==> config.mk <==
export PLATFORM = sky130hd
export DESIGN_NAME = ifu_rand_delay_unit
export DESIGN_NICKNAME = d
export VERILOG_FILES = /design/src/rtl/ifu_rand_delay_unit.sv
export SDC_FILE = /design/constraint.sdc
export NUM_CORES = 1
export LEC_CHECK = 0
export CAP_MARGIN = 10
export CORE_ASPECT_RATIO = 0.5
export CORE_UTILIZATION = 50
export DETAILED_ROUTE_END_ITERATION = 8
export DONT_BUFFER_PORTS = 1
export GPL_TIMING_DRIVEN = 0
export PLACE_DENSITY_LB_ADDON = 0.15
export SLEW_MARGIN = 10
export SYNTH_ARGS = -nofsm -noshare
export SYNTH_HDL_FRONTEND = slang
export SYNTH_HIERARCHICAL = 1
export SYNTH_SLANG_ARGS = --single-unit
export TNS_END_PERCENT = 50
==> constraint.sdc <==
create_clock -name clk_i -period 2.5 [get_ports clk_i]
set_input_delay 0.75 -clock clk_i [delete_from_list [all_inputs] [get_ports clk_i]]
set_output_delay 0.75 -clock clk_i [all_outputs]
set_load 0.02 [all_outputs]
==> src/rtl/ifu_rand_delay_unit.sv <==
// Fetch-side AXI timing randomiser: an LFSR drives two request-delay channels
// (AR valid, R ready), alongside a load-enabled capture register for read data.

module ifu_rdg #(
  parameter logic [31:0] SEED = 32'hACE1_2468
) (
  input  logic        clk_i,
  input  logic        rst_n_i,
  output logic [31:0] o_random
);

  logic [31:0] r_lfsr;
  logic        w_feedback;

  // Taps for x^32 + x^22 + x^2 + x + 1, shifted in at the LSB.
  assign w_feedback = r_lfsr[31] ^ r_lfsr[21] ^ r_lfsr[1] ^ r_lfsr[0];

  always_ff @(posedge clk_i or negedge rst_n_i) begin
    if (!rst_n_i) begin
      r_lfsr <= SEED;
    end else begin
      r_lfsr <= {r_lfsr[30:0], w_feedback};
    end
  end

  assign o_random = r_lfsr;

  a_lfsr_nonzero: assert property (@(posedge clk_i) disable iff (!rst_n_i)
    r_lfsr != 32'd0);

endmodule

module ifu_sdsg (
  input  logic       clk_i,
  input  logic       rst_n_i,
  input  logic       i_signal,
  input  logic [7:0] i_delay_num,
  input  logic       i_clr,
  output logic       o_signal
);

  typedef enum logic {
    S_IDLE  = 1'b0,
    S_ARMED = 1'b1
  } state_t;

  state_t     r_state;
  logic [7:0] r_cnt;
  logic       w_fire;

  // A zero delay fires in the capture cycle itself, before the counter is loaded.
  assign w_fire   = (r_state == S_ARMED) ? (r_cnt == 8'd0) : (i_delay_num == 8'd0);
  assign o_signal = i_signal & w_fire;

  always_ff @(posedge clk_i or negedge rst_n_i) begin
    if (!rst_n_i) begin
      r_state <= S_IDLE;
      r_cnt   <= 8'd0;
    end else if (i_clr || !i_signal) begin
      r_state <= S_IDLE;
      r_cnt   <= 8'd0;
    end else if (r_state == S_IDLE) begin
      r_state <= S_ARMED;
      r_cnt   <= i_delay_num;
    end else if (r_cnt != 8'd0) begin
      r_cnt   <= r_cnt - 8'd1;
    end
  end

  // Once asserted the request must stay up until its handshake or until it is withdrawn.
  a_hold_until_handshake: assert property (@(posedge clk_i) disable iff (!rst_n_i)
    (o_signal && !i_clr) |=> (!i_signal || o_signal));

endmodule

module ifu_data_reg #(
  parameter int unsigned       WIDTH     = 32,
  parameter logic [WIDTH-1:0]  RESET_VAL = '0
) (
  input  logic             clk_i,
  input  logic             rst_n_i,
  input  logic             i_en,
  input  logic [WIDTH-1:0] i_data,
  output logic [WIDTH-1:0] o_data
);

  logic [WIDTH-1:0] r_data;

  always_ff @(posedge clk_i or negedge rst_n_i) begin
    if (!rst_n_i) begin
      r_data <= RESET_VAL;
    end else if (i_en) begin
      r_data <= i_data;
    end
  end

  assign o_data = r_data;

endmodule

module ifu_rand_delay_unit #(
  parameter int unsigned      WIDTH     = 32,
  parameter logic [WIDTH-1:0] RESET_VAL = '0,
  parameter logic [31:0]      SEED      = 32'hACE1_2468,
  parameter bit               DELAY_EN  = 1'b1
) (
  input  logic             clk_i,
  input  logic             rst_n_i,
  input  logic             arvalid_i,
  input  logic             arready_i,
  output logic             arvalid_o,
  input  logic             rready_i,
  input  logic             rvalid_i,
  output logic             rready_o,
  input  logic [WIDTH-1:0] data_i,
  input  logic             data_en_i,
  output logic [WIDTH-1:0] data_o,
  output logic [31:0]      random_o
);

  logic [31:0] w_random;

  ifu_rdg #(.SEED(SEED)) u_rdg (
    .clk_i    (clk_i),
    .rst_n_i  (rst_n_i),
    .o_random (w_random)
  );

  assign random_o = w_random;

  generate
    if (DELAY_EN) begin : g_delay
      logic w_ar_clr;
      logic w_r_clr;

      assign w_ar_clr = arvalid_o & arready_i;
      assign w_r_clr  = rready_o & rvalid_i;

      // The two channels tap overlapping LFSR bytes so their delays differ but stay cheap.
      ifu_sdsg u_sdsg_ar (
        .clk_i       (clk_i),
        .rst_n_i     (rst_n_i),
        .i_signal    (arvalid_i),
        .i_delay_num (w_random[7:0]),
        .i_clr       (w_ar_clr),
        .o_signal    (arvalid_o)
      );

      ifu_sdsg u_sdsg_r (
        .clk_i       (clk_i),
        .rst_n_i     (rst_n_i),
        .i_signal    (rready_i),
        .i_delay_num (w_random[8:1]),
        .i_clr       (w_r_clr),
        .o_signal    (rready_o)
      );
    end else begin : g_bypass
      logic w_unused;

      assign w_unused  = arready_i ^ rvalid_i;
      assign arvalid_o = arvalid_i;
      assign rready_o  = rready_i;
    end
  endgenerate

  ifu_data_reg #(
    .WIDTH     (WIDTH),
    .RESET_VAL (RESET_VAL)
  ) u_data_reg (
    .clk_i   (clk_i),
    .rst_n_i (rst_n_i),
    .i_en    (data_en_i),
    .i_data  (data_i),
    .o_data  (data_o)
  );

endmodule

==> Word-level counts from Yosys, hierarchy flattened <==
Index checks and enable logic that the tools add are counted.
{ "totals": {"reg_bits": 82, "out_inout_bits": 66, "elab_cells": 37} }
{ "op_classes": {"bitwise": 7, "n_eq_ne": 2, "reduce_logical": 10, "mux": 10, "n_addsub": 2} }
{ "ops": {"columns": ["operator", "count"], "rows": [
  ["8-bit two-way mux", 6],
  ["8-bit logical NOT", 4],
  ["8-bit nonzero test", 2],
  ["8-bit by 1-bit subtractor with 8-bit output (second input constant)", 2],
  ["3-bit inequality test (second input constant)", 2],
  ["1-bit AND", 4],
  ["1-bit two-way mux", 4],
  ["1-bit bitwise XOR", 3],
  ["1-bit logical NOT", 2],
  ["1-bit logical OR", 2]
]} }

==> Depth between registers and ports, before layout <==
{ "depth": {"ltp_word": 6, "depth_mapped": 10, "mapped_depth_nobuf": 10} }

==> By module <==
Netlist, hierarchy kept.
{ "modules_own_cells": {"columns": ["mod", "area_per_inst_um2", "n_inst", "cells_per_inst", "seq_area_each_um2"], "rows": [
  ["ifu_data_reg", 1345.0, 1, 68, 800.8],
  ["ifu_sdsg", 580.6, 2, 62, 225.2],
  ["ifu_rdg", 843.3, 1, 35, 817.0],
  ["ifu_rand_delay_unit", 12.5, 1, 2, 0.0]
]} }

==> Least setup slack after synthesis <==
No wires, ideal clock.
{ "synth_path": {"path_kind": "reg-to-reg", "startpoint": "reg g_delay.u_sdsg_ar.r_cnt[0]", "endpoint": "reg g_delay.u_sdsg_ar.r_cnt[2]", "required_time_ns": 2.358, "setup_time_ns": 0.142, "setup_slack_ns": 0.029, "path_buffers": 0, "t_arrival_ns": 2.330, "path_stages_with_launch": 11, "period_less_slack_ns": 2.471, "cell_sequence": "dfrtp_1 > inv_1 > ha_1 > nor4bb_1 > nand2_1 > a21boi_0 > and2_1 > nand2b_1 > inv_1 > o21ai_1 > a211oi_1"} }
{ "synth_via": {"elab_chain_len": 6, "word_cells_on_any_way": 11} }
{ "synth_rtl": {"columns": ["item", "line", "text"], "rows": [
  ["start, declared", "48", "logic [7:0] r_cnt;"],
  ["start signal, assigned", "64", "r_cnt <= i_delay_num;"],
  ["start signal, assigned", "66", "r_cnt <= r_cnt - 8'd1;"],
  ["8-bit logical NOT *", "52", "assign w_fire = (r_state == S_ARMED) ? (r_cnt == 8'd0) : (i_delay_num == 8'd0);"],
  ["1-bit two-way mux *", "52", null],
  ["1-bit AND *", "53", "assign o_signal = i_signal & w_fire;"],
  ["net arvalid_o", "111", "output logic arvalid_o,"],
  ["1-bit AND *", "136", "assign w_ar_clr = arvalid_o & arready_i;"],
  ["net g_delay.w_ar_clr", "133", "logic w_ar_clr;"],
  ["1-bit logical OR *", "59", "end else if (i_clr || !i_signal) begin"],
  ["3-bit inequality test (no line) or 8-bit two-way mux (tied branches)", null, null]
]} }
Mark *: on every way through the listed nets, which the timed path passes. The rest lies on a longest branch. The select of a mux whose other input is x is not followed.
A chain may end at the register's enable or synchronous reset.

==> Worst setup path in the final report <==
{ "layout_path": {"startpoint": "reg u_rdg.r_lfsr[0] (netlist: u_rdg/o_random[0])", "endpoint": "out arvalid_o"} }
{ "layout_via": {"elab_chain_len": 3} }
{ "layout_rtl": {"columns": ["item", "line", "text"], "rows": [
  ["start, declared", "12", "logic [31:0] r_lfsr;"],
  ["start signal, assigned", "22", "r_lfsr <= {r_lfsr[30:0], w_feedback};"],
  ["8-bit logical NOT", "52", null],
  ["1-bit two-way mux", "52", null],
  ["1-bit AND", "53", null],
  ["end, declared", "111", null]
]} }
No other way between the ends.

==> results.sh <==
export IMPL_max_clock_freq_mhz=414.6
export IMPL_mappedNetlistArea_um2=3362
export IMPL_cellLeakagePower_nw=1.808
export IMPL_first_global_vias=1947
export IMPL_cts_root_buffer_cell="clkbuf_16"
export IMPL_route_detailed_drc=0
export IMPL_hold_buffers=0
export IMPL_final_hold_viol_count=0
export IMPL_vdd_drop_max_uv=575.3
export IMPL_mapped_nets=272
export IMPL_critical_path_arrival_ps=1660
export IMPL_layout_cell_share_with_drive_strength_beyond_1_pct=36.90
export IMPL_cts_tree="built"
export IMPL_initialDrtViolationCount=121
export IMPL_std_cell_rows=20
export IMPL_die_w_um=118.0
export IMPL_number_of_antenna_violations_at_the_first_check_in_global_routing=0
export IMPL_critPathRequiredTime_ps=1750
export IMPL_synth_lib_cells_used_distinct=37
export IMPL_finalWirelength_um=6820
export IMPL_synthCells=229
export IMPL_power_per_cell_area_nw_per_um2=863.0
export IMPL_grt_start_max_net_pins=83
export IMPL_startpoint_class_of_the_critical_path="flip-flop"
export IMPL_cts_max_path_buffers=2
export IMPL_final_setup_tns_ps=0
export IMPL_floorplan_initialDensity_pct=53.53
export IMPL_design_final_nets=290
export IMPL_grt_ovfl_total=0
export IMPL_post_synth_xor_area_fraction_pct=2.345
export IMPL_detail_route_vias_per_cell=5.847
export IMPL_ys_seq_elements=82
export IMPL_setup_ws_ps=88.05
export IMPL_detail_route_wl_per_cell_um=20.06
export IMPL_critical_path_end_type="output pin"
export IMPL_n_antenna_cell=0
export IMPL_num_io_pins=105
export IMPL_yosysSeqAreaShare_pct=61.52
export IMPL_fin_skew_ps=3.082
export IMPL_final_util_pct=63.07
export IMPL_core_area_um2=6281
export IMPL_half_perimeter_wire_length_after_detailed_placement_um=4456
export IMPL_clkLatencyLatePin_ps=320
export IMPL_ys_warn_count=6
export IMPL_via_count_of_the_routed_design=1988
export IMPL_die_area_um2=7076
export IMPL_post_synth_and_or_nand_nor_area_fraction_pct=8.857
export IMPL_track_usage_pct=20.34
export IMPL_proportion_of_synthesized_area_in_mux_cells_pct=14.07
export IMPL_synth_top_family_by_area="multiplexers"
export IMPL_avgSynthCellArea_um2=14.68
export IMPL_min_delay_path_class="input pin to asynchronous set/reset pin"
export IMPL_cts_clk_slew_worst_paths_ps=60
export IMPL_timing_max_cap_violations=0
export IMPL_drt_antenna_violating_nets=0
export IMPL_cts_inserted_buffers=9
export IMPL_grt_pass1_wl_um=10680
export IMPL_status="finished, final reports clean"
export IMPL_die_height_um=59.99
export IMPL_post_route_min_period_ps=2412
export IMPL_timing_worst_slew_pin_value_ps=539.8
export IMPL_gpl_final_weighted_congestion=0.8640
export IMPL_criticalPathCategory="flip-flop to output pin"
export IMPL_drt_pre_antenna_iters=4
export IMPL_timing_final_setup_violations=0
export IMPL_synth_compound_area_share_pct=8.188
export IMPL_post_synth_fa_ha_maj_area_fraction_pct=1.489
export IMPL_critical_path_peak_fanout=5
export IMPL_clock_sink_count=82
export IMPL_finalCritPeriodShare_pct=96.48
export IMPL_final_fill_count=449
export IMPL_area_growth_syn_to_layout_pct=17.83
export IMPL_placement_setup_worst_slack_ps=-501.7
export IMPL_cts_max_level=3
export IMPL_timing_max_slew_rel_slack_pct=63.74
export IMPL_timing_max_transition_violations_final=0
export IMPL_numPortBuffers=0
[worst max-delay path, cell delays in order, from the launching register on]
cell and delay (ps):
dfrtp_1 530, nor4_1 330, nand3_1 200, a21boi_4 270
[area by class of cell]
type / count / area, um2 / area share, %
clock inverter: 4 / 98.84 / 2.495
clock buffer: 12 / 236.5 / 5.970
inverter: 8 / 30.03 / 0.7581
timing repair buffer: 7 / 52.55 / 1.327
sequential: 82 / 2069 / 52.24
buffer: 8 / 88.84 / 2.243
tap: 88 / 110.1 / 2.780
multi-input combinational: 131 / 1275 / 32.19
[metal layers]
layer	up-vias	track usage (%)	part of all wire, %
met2	85	30.59	46
li1	876	-	-
met1	1022	26.92	46
met4	0	5.678	0.47
met5	-	0	0
met3	5	9.065	8.3
[cell usage in the layout (no fill, tap or decap), types with 3 or more instances in the layout]
| master | count |
|---|---|
| a21oi_1 | 6 |
| dfrtp_1 | 68 |
| xnor2_1 | 6 |
| clkbuf_16 | 9 |
| nand2_1 | 5 |
| inv_2 | 4 |
| buf_12 | 3 |
| dfstp_2 | 13 |
| buf_4 | 7 |
| a211oi_1 | 8 |
| clkbuf_1 | 5 |
| xor2_1 | 3 |
| nand3_1 | 4 |
| a31oi_1 | 4 |
| bufinv_16 | 3 |
| o211ai_1 | 6 |
| mux2_4 | 30 |
| or4_1 | 4 |
| inv_1 | 4 |
| nor3_1 | 6 |
| nor2_1 | 8 |
[timing repair]
item                                    CTS  global route
endpoints found under the setup margin   20             6
resized for setup                        15             8
setup buffers                             0             7
pin swaps                                 4             3
[sequential cells by signal (all words and copies together), names as in the netlist]
register,cells
g_delay.u_sdsg_r/r_cnt,8
g_delay.u_sdsg_ar/r_state,1
g_delay.u_sdsg_r/r_state,1
u_data_reg/o_data,32
g_delay.u_sdsg_ar/r_cnt,8
u_rdg/o_random,32
[kinds of logic (layout without fill, tap and decap cells)]
family / count (synthesis) / in the layout
AO/OA/AOI/OAI: 38 / 38
XOR/XNOR: 9 / 9
adder cells (fa/ha/maj): 4 / 4
buffers and inverters: 16 / 39
flip-flops: 82 / 82
multiplexers: 32 / 32
AND/OR/NAND/NOR: 48 / 48
[worst paths after layout]
check                                   startpoint                    endpoint  cells after the start  slack (ps)
worst max-delay path             u_rdg/o_random[0]                   arvalid_o                      3          90
worst min-delay path                       rst_n_i           u_rdg/o_random[4]                      0         120
worst max register to register   u_rdg/o_random[0]  g_delay.u_sdsg_ar/r_cnt[2]                      8         270
worst min register to register  u_rdg/o_random[22]          u_rdg/o_random[23]                      0         410
max in group asynchronous                  rst_n_i          u_rdg/o_random[23]                      0        2160
min in group clk_i              u_rdg/o_random[22]          u_rdg/o_random[23]                      0         410
[through the flow]
| step | instance area (um2) | hold WS [ps] | instances | power [mW] |
|---|---|---|---|---|
| floorplan | 3362 | 401.4 | 229 | 1.830 |
| finish | 3961 | 118.0 | 340 | 3.418 |
| global placement | 3472 | 405.8 | 317 | 1.889 |
| detailed placement | 3472 | 406.7 | 317 | 1.897 |
| CTS | 3890 | 105.1 | 333 | 3.422 |
| global route | 3961 | 99.25 | 340 | 3.554 |
[synthesized netlist by cell type]
master / instances / area, um2
o311a_1: 2 / 20.02
a21oi_1: 6 / 30.03
a21boi_0: 2 / 15.01
o31ai_1: 2 / 15.01
or3b_4: 2 / 22.52
clkbuf_1: 2 / 7.510
nand3_1: 4 / 20.02
and2_1: 2 / 12.51
nor4_1: 4 / 25.02
o221ai_1: 2 / 17.52
ha_1: 4 / 50.05
dfrtp_1: 69 / 1727
buf_6: 1 / 11.26
and4_2: 2 / 20.02
a211o_2: 2 / 20.02
nor3_1: 6 / 30.03
dfstp_2: 13 / 341.6
a31oi_1: 4 / 25.02
mux2_4: 30 / 450.4
o211ai_1: 6 / 45.04
inv_1: 8 / 30.03
nor4bb_1: 2 / 20.02
a211oi_1: 8 / 60.06
xor2_1: 3 / 26.28
xnor2_1: 6 / 52.55
buf_2: 2 / 10.01
o21ai_1: 2 / 10.01
nor4b_1: 2 / 17.52
a32oi_1: 2 / 17.52
nor2_1: 8 / 30.03
nand2_1: 6 / 22.52
mux2_2: 2 / 22.52
or4bb_1: 2 / 22.52
or2_2: 2 / 12.51
buf_12: 3 / 60.06
nand2b_1: 2 / 12.51
or4_1: 4 / 30.03
[power breakdown]
part           internal (mW)  switching (mW)  leakage, nW
Sequential              1.41           0.147         1.01
Clock                  0.980           0.490        0.161
Combinational          0.221           0.173        0.635
Total                   2.61           0.811         1.81
No activity file was read; power rests on OpenSTA's default activity.
